[src/rtl/ones_counter.sv]
// ones_counter: two-stage pipelined population count.
// Stage 1 registers a 4-bit count for each 8-bit group of in_vec; stage 2
// registers the sum of those group counts. A valid bit travels alongside
// the data, so one result is produced per accepted input, in order.
// An input captured on clock edge N is presented on count/out_valid after
// edge N+1, i.e. two clock edges after the cycle in which it was driven.
module ones_counter #(
  parameter int inCount  = 32,
  parameter int outCount = $clog2(inCount)
) (
  input  logic                clk,
  input  logic                rst,
  input  logic                in_valid,
  input  logic [inCount-1:0]  in_vec,
  output logic                out_valid,
  output logic [outCount:0]   count
);

  localparam int NumGroups = (inCount + 7) / 8;
  localparam int PadW      = NumGroups * 8;
  localparam int SumW      = outCount + 1;

  // Population count of one 8-bit group; result is 0..8, so 4 bits suffice.
  function automatic logic [3:0] popcnt8(input logic [7:0] v);
    logic [3:0] c;
    c = 4'd0;
    for (int i = 0; i < 8; i++) begin
      c = c + {3'd0, v[i]};
    end
    return c;
  endfunction

  // Zero-padded copy of the input so the top group is always a full byte.
  logic [PadW-1:0] vec_pad_s;
  assign vec_pad_s = PadW'(in_vec);

  logic [3:0]      grp_d [NumGroups];
  logic [3:0]      grp_q [NumGroups];
  logic            v1_q;
  logic [SumW-1:0] sum_d;
  logic [SumW-1:0] count_q;
  logic            out_valid_q;

  // Per-group popcount of the incoming vector (stage-1 next state).
  always_comb begin
    for (int g = 0; g < NumGroups; g++) begin
      grp_d[g] = popcnt8(vec_pad_s[g*8 +: 8]);
    end
  end

  // Stage 1: capture group counts only for valid inputs so idle-cycle data
  // (including unknown bits) never reaches the pipeline.
  always_ff @(posedge clk) begin
    if (rst) begin
      v1_q <= 1'b0;
      for (int g = 0; g < NumGroups; g++) begin
        grp_q[g] <= 4'd0;
      end
    end else begin
      v1_q <= in_valid;
      if (in_valid) begin
        for (int g = 0; g < NumGroups; g++) begin
          grp_q[g] <= grp_d[g];
        end
      end else begin
        for (int g = 0; g < NumGroups; g++) begin
          grp_q[g] <= grp_q[g];
        end
      end
    end
  end

  // Sum of all group counts; SumW bits hold inCount exactly, so no overflow.
  always_comb begin
    sum_d = '0;
    for (int g = 0; g < NumGroups; g++) begin
      sum_d = sum_d + SumW'(grp_q[g]);
    end
  end

  // Stage 2: load the sum when stage 1 held a valid input, otherwise hold.
  always_ff @(posedge clk) begin
    if (rst) begin
      count_q     <= '0;
      out_valid_q <= 1'b0;
    end else begin
      out_valid_q <= v1_q;
      if (v1_q) begin
        count_q <= sum_d;
      end else begin
        count_q <= count_q;
      end
    end
  end

  assign count     = count_q;
  assign out_valid = out_valid_q;

endmodule

[config.mk]
export PLATFORM = sky130hd
export DESIGN_NAME = ones_counter
export DESIGN_NICKNAME = d
export VERILOG_FILES = /design/src/rtl/ones_counter.sv
export SDC_FILE = /design/constraint.sdc
export NUM_CORES = 1
export LEC_CHECK = 0
export CORE_MARGIN = 2
export CORE_UTILIZATION = 63
export CTS_CLUSTER_SIZE = 12
export DETAILED_ROUTE_END_ITERATION = 6
export DONT_BUFFER_PORTS = 1
export PLACE_DENSITY = 0.79
export REMOVE_ABC_BUFFERS = 1
export SETUP_SLACK_MARGIN = 0.2
export SYNTH_ARGS = -nofsm -noshare
export SYNTH_HDL_FRONTEND = slang
export SYNTH_SLANG_ARGS = --single-unit
export TNS_END_PERCENT = 30
[constraint.sdc]
create_clock -name clk -period 4.55 [get_ports clk]
set_clock_uncertainty 0.1 [all_clocks]
set_input_delay 0.91 -clock clk [delete_from_list [all_inputs] [get_ports clk]]
set_output_delay 0.91 -clock clk [all_outputs]
set_load 0.02 [all_outputs]
==> out/qor.csv <==
stage,metric,value,unit
die,coreArea,2780,sq um
place,hpwlAfterDp,2350,um
route,drc,0,
route,drt-initial-drc-count,45,
pwr,pwr-share-comb,47.2,%
cells_and_area,fin_nets,252,
synth,syn_area,1860,sq um
route,wl,2630,um
worst_setup_path,cp_top_family,adder cells,
place,dp_cells,202,
pwr,p_clk_share,11.8,%
route,dr.pass1.iters,4,
place,dp_worst_setup_slack,0.848,ns
die,start_util,67.0,%
cells_and_area,fin_cells,206,
pwr,ir_drop,0.311,mV
synth,synthCells,173,
cts,clock_sinks,24,
cts,cts_buffer_depth,2,
worst_setup_path,crit_chain,"inv_1, fa_1, fa_1, fa_1, inv_1, ha_1, inv_1, fa_1, xor2_1, nor2_1",
die,row_count,19,
timing,hold_viol_final,0,
synth,yosys.area_share.simple,7.45,%
grt,grt_usage,18.1,%
worst_setup_path,worstPathMaxFanout,2,
cells_and_area,drive_gt1_share,4.57,%
synth,yosys-mux-area-fraction,1.61,%
worst_setup_path,end_kind,register,
cts,post-cts-setup-buffer-count,0,
route,ant_nets,0,
grt,antenna_found_initial,0,
pwr,p_int,0.483,mW
cells_and_area,area_growth,2.62,%
timing,setup_viol,0,
pwr,finalPower,0.772,mW
worst_setup_path,critical_path.startpoint_type,primary input,
place,gp_congestion,0.772,
grt,overflow,0,
worst_hold_path,hp-class,register to register,
worst_setup_path,critPathKind,primary input to register,
timing,finalSetupTns,0,ns
worst_setup_path,ff2ff_path_depth,9,
cts,cts_tree,done,
run,cap_violations,0,
worst_setup_path,path_buf_inv,3,
die,die_y,58.4,um
timing,period_needed,3.32,ns
route,vias,1057,
cells_and_area,final_util,68.7,%
worst_setup_path,crit_top_cell,fa_1,
synth,yosys.area_share.adder,37.2,%
timing,rsz0062_at_grt,false,
pwr,leakage,0.958,nW
place,port-buffer-count,0,
synth,ys_seq_area_share,34.4,%
cts,clk_pin_slew,0.12,ns
die,fp.dieW,58.4,um
timing,tightest_slew,0.438,ns
synth,ys_types,27,
timing,period_share,73.0,%
die,io_pins,42,
timing,finalMaxSlewViolations,0,
synth,yosys_register_bits,24,
synth,synth_compound_area_share,4.16,%
pwr,switchingPower,0.289,mW
synth,syn_avg_cell_area,10.8,sq um
cells_and_area,design_area,1910,sq um
timing,whs,0.482,ns
timing,relSlewSlack,70.8,%
cells_and_area,mostFrequentLayoutCell,inv_1,
worst_setup_path,critPathSlowestCell,fa_1,
cts,cts_hold_buf,0,
timing,fmax,301,MHz
pwr,p_seq_share,40.9,%
cts,cts_buffers,3,
worst_setup_path,critPathArrivalTime,3.31,ns
worst_hold_path,hold_depth,2,
synth,synthXorXnorAreaFrac,2.35,%
cells_and_area,diodes,0,
route,viasPerCell,5.13,
cts,clk_latency,0.31,ns
cts,htreeDepth,1,
worst_setup_path,critPathRequiredTime,4.54,ns
grt,grt_start_max_net_pins,19,
worst_setup_path,slowest_delay,0.55,ns
die,dieArea,3410,sq um
grt,grt_pass1_vias,1136,
run_status,status,completed,
timing,setup_ws,1.23,ns
cells_and_area,layout_common_cells,"inv_1 (57), fa_1 (24), ha_1 (17), edfxtp_1 (16), nor2_1 (13)",
worst_setup_path,path_depth,10,
pwr,powerDensity,404,nW/um^2
cts,cts_resized,0,
place,placed_area,1890,sq um
grt,grt_pass1_wl,4650,um
cts,root_buffer,clkbuf_4,
route,routedWlPerCell,12.8,um
synth,ys_warn_count,0,
synth,synth_top_family_by_area,adder cells,
pwr,swShare,37.4,%
==> layer usage <==
layer  global-route usage, %  share of wire (%)  up-vias
met5                       0                  0        -
met4                    9.30                3.6        0
met3                    2.86                4.3       10
met2                    32.3                 53       39
met1                    20.9                 39      488
li1                        -                  -      520
==> cell families (layout without fill, tap and decap cells) <==
kind of cell / Yosys count / after routing
AO/OA/AOI/OAI: 11 / 11
buffers and inverters: 61 / 63
XOR/XNOR: 5 / 5
adder cells (fa/ha/maj): 41 / 41
multiplexers: 3 / 3
AND/OR/NAND/NOR: 28 / 28
flip-flops: 24 / 24
==> tightest hold or removal path: stages, from the launching register on <==
cell	delay, ns
dfxtp_1	0.40
nor2_1	0.11
a211oi_1	0.05
==> state kept, by name, indices dropped and copies added (netlist names) <==
signal / cells
v1_q: 1
out_valid: 1
count: 6
grp_q: 16
==> cell type report <==
type | count | area (sq um)
Multi-Input combinational cell | 88 | 983
Fill cell | 220 | 870
Tap cell | 31 | 38.8
Inverter | 59 | 223
Clock inverter | 1 | 3.75
Sequential cell | 24 | 641
Clock buffer | 3 | 22.5
==> path summary, 6_finish.rpt <==
kind / from / end / slack [ns]
worst max register to register: grp_q[2][1]$_DFFE_PP_ / count[5]$_SDFFE_PP0P_ / 1.84
worst min-delay path: count[3]$_SDFFE_PP0P_ / count[3]$_SDFFE_PP0P_ / 0.48
worst min register to register: count[3]$_SDFFE_PP0P_ / count[3]$_SDFFE_PP0P_ / 0.48
worst max-delay path: in_vec[0] / grp_q[0][2]$_SDFFCE_PN0P_ / 1.23
==> cell usage after synthesis, drive strengths merged <==
library cell	count	area, sq um
or2	1	6.26
buf	2	16.3
xor2	2	17.5
xnor2	3	26.3
nand2b	1	6.26
nand2	2	7.51
clkinv	1	5.00
nor3b	2	15.0
nor2b	4	25.0
a21oi	6	33.8
o311ai	1	8.76
ha	17	213
inv	58	218
a211oi	2	15.0
a2111o	1	11.3
dfxtp	8	160
nand3	1	5.00
nand4	1	6.26
nor2	13	48.8
a21o	1	8.76
fa	24	480
and2	3	18.8
edfxtp	16	480
mux2i	3	30.0
==> power groups by stage <==
stage / Sequential, mW / Combinational [mW] / Clock (mW)
3_3_place_gp: 0.321 / 0.342 / 0
6_report: 0.316 / 0.365 / 0.0914
2_1_floorplan: 0.316 / 0.299 / 0
3_5_place_dp: 0.322 / 0.375 / 0
4_1_cts: 0.317 / 0.378 / 0.0940
5_1_grt: 0.321 / 0.434 / 0.106
(Power assumes the default switching activity.)
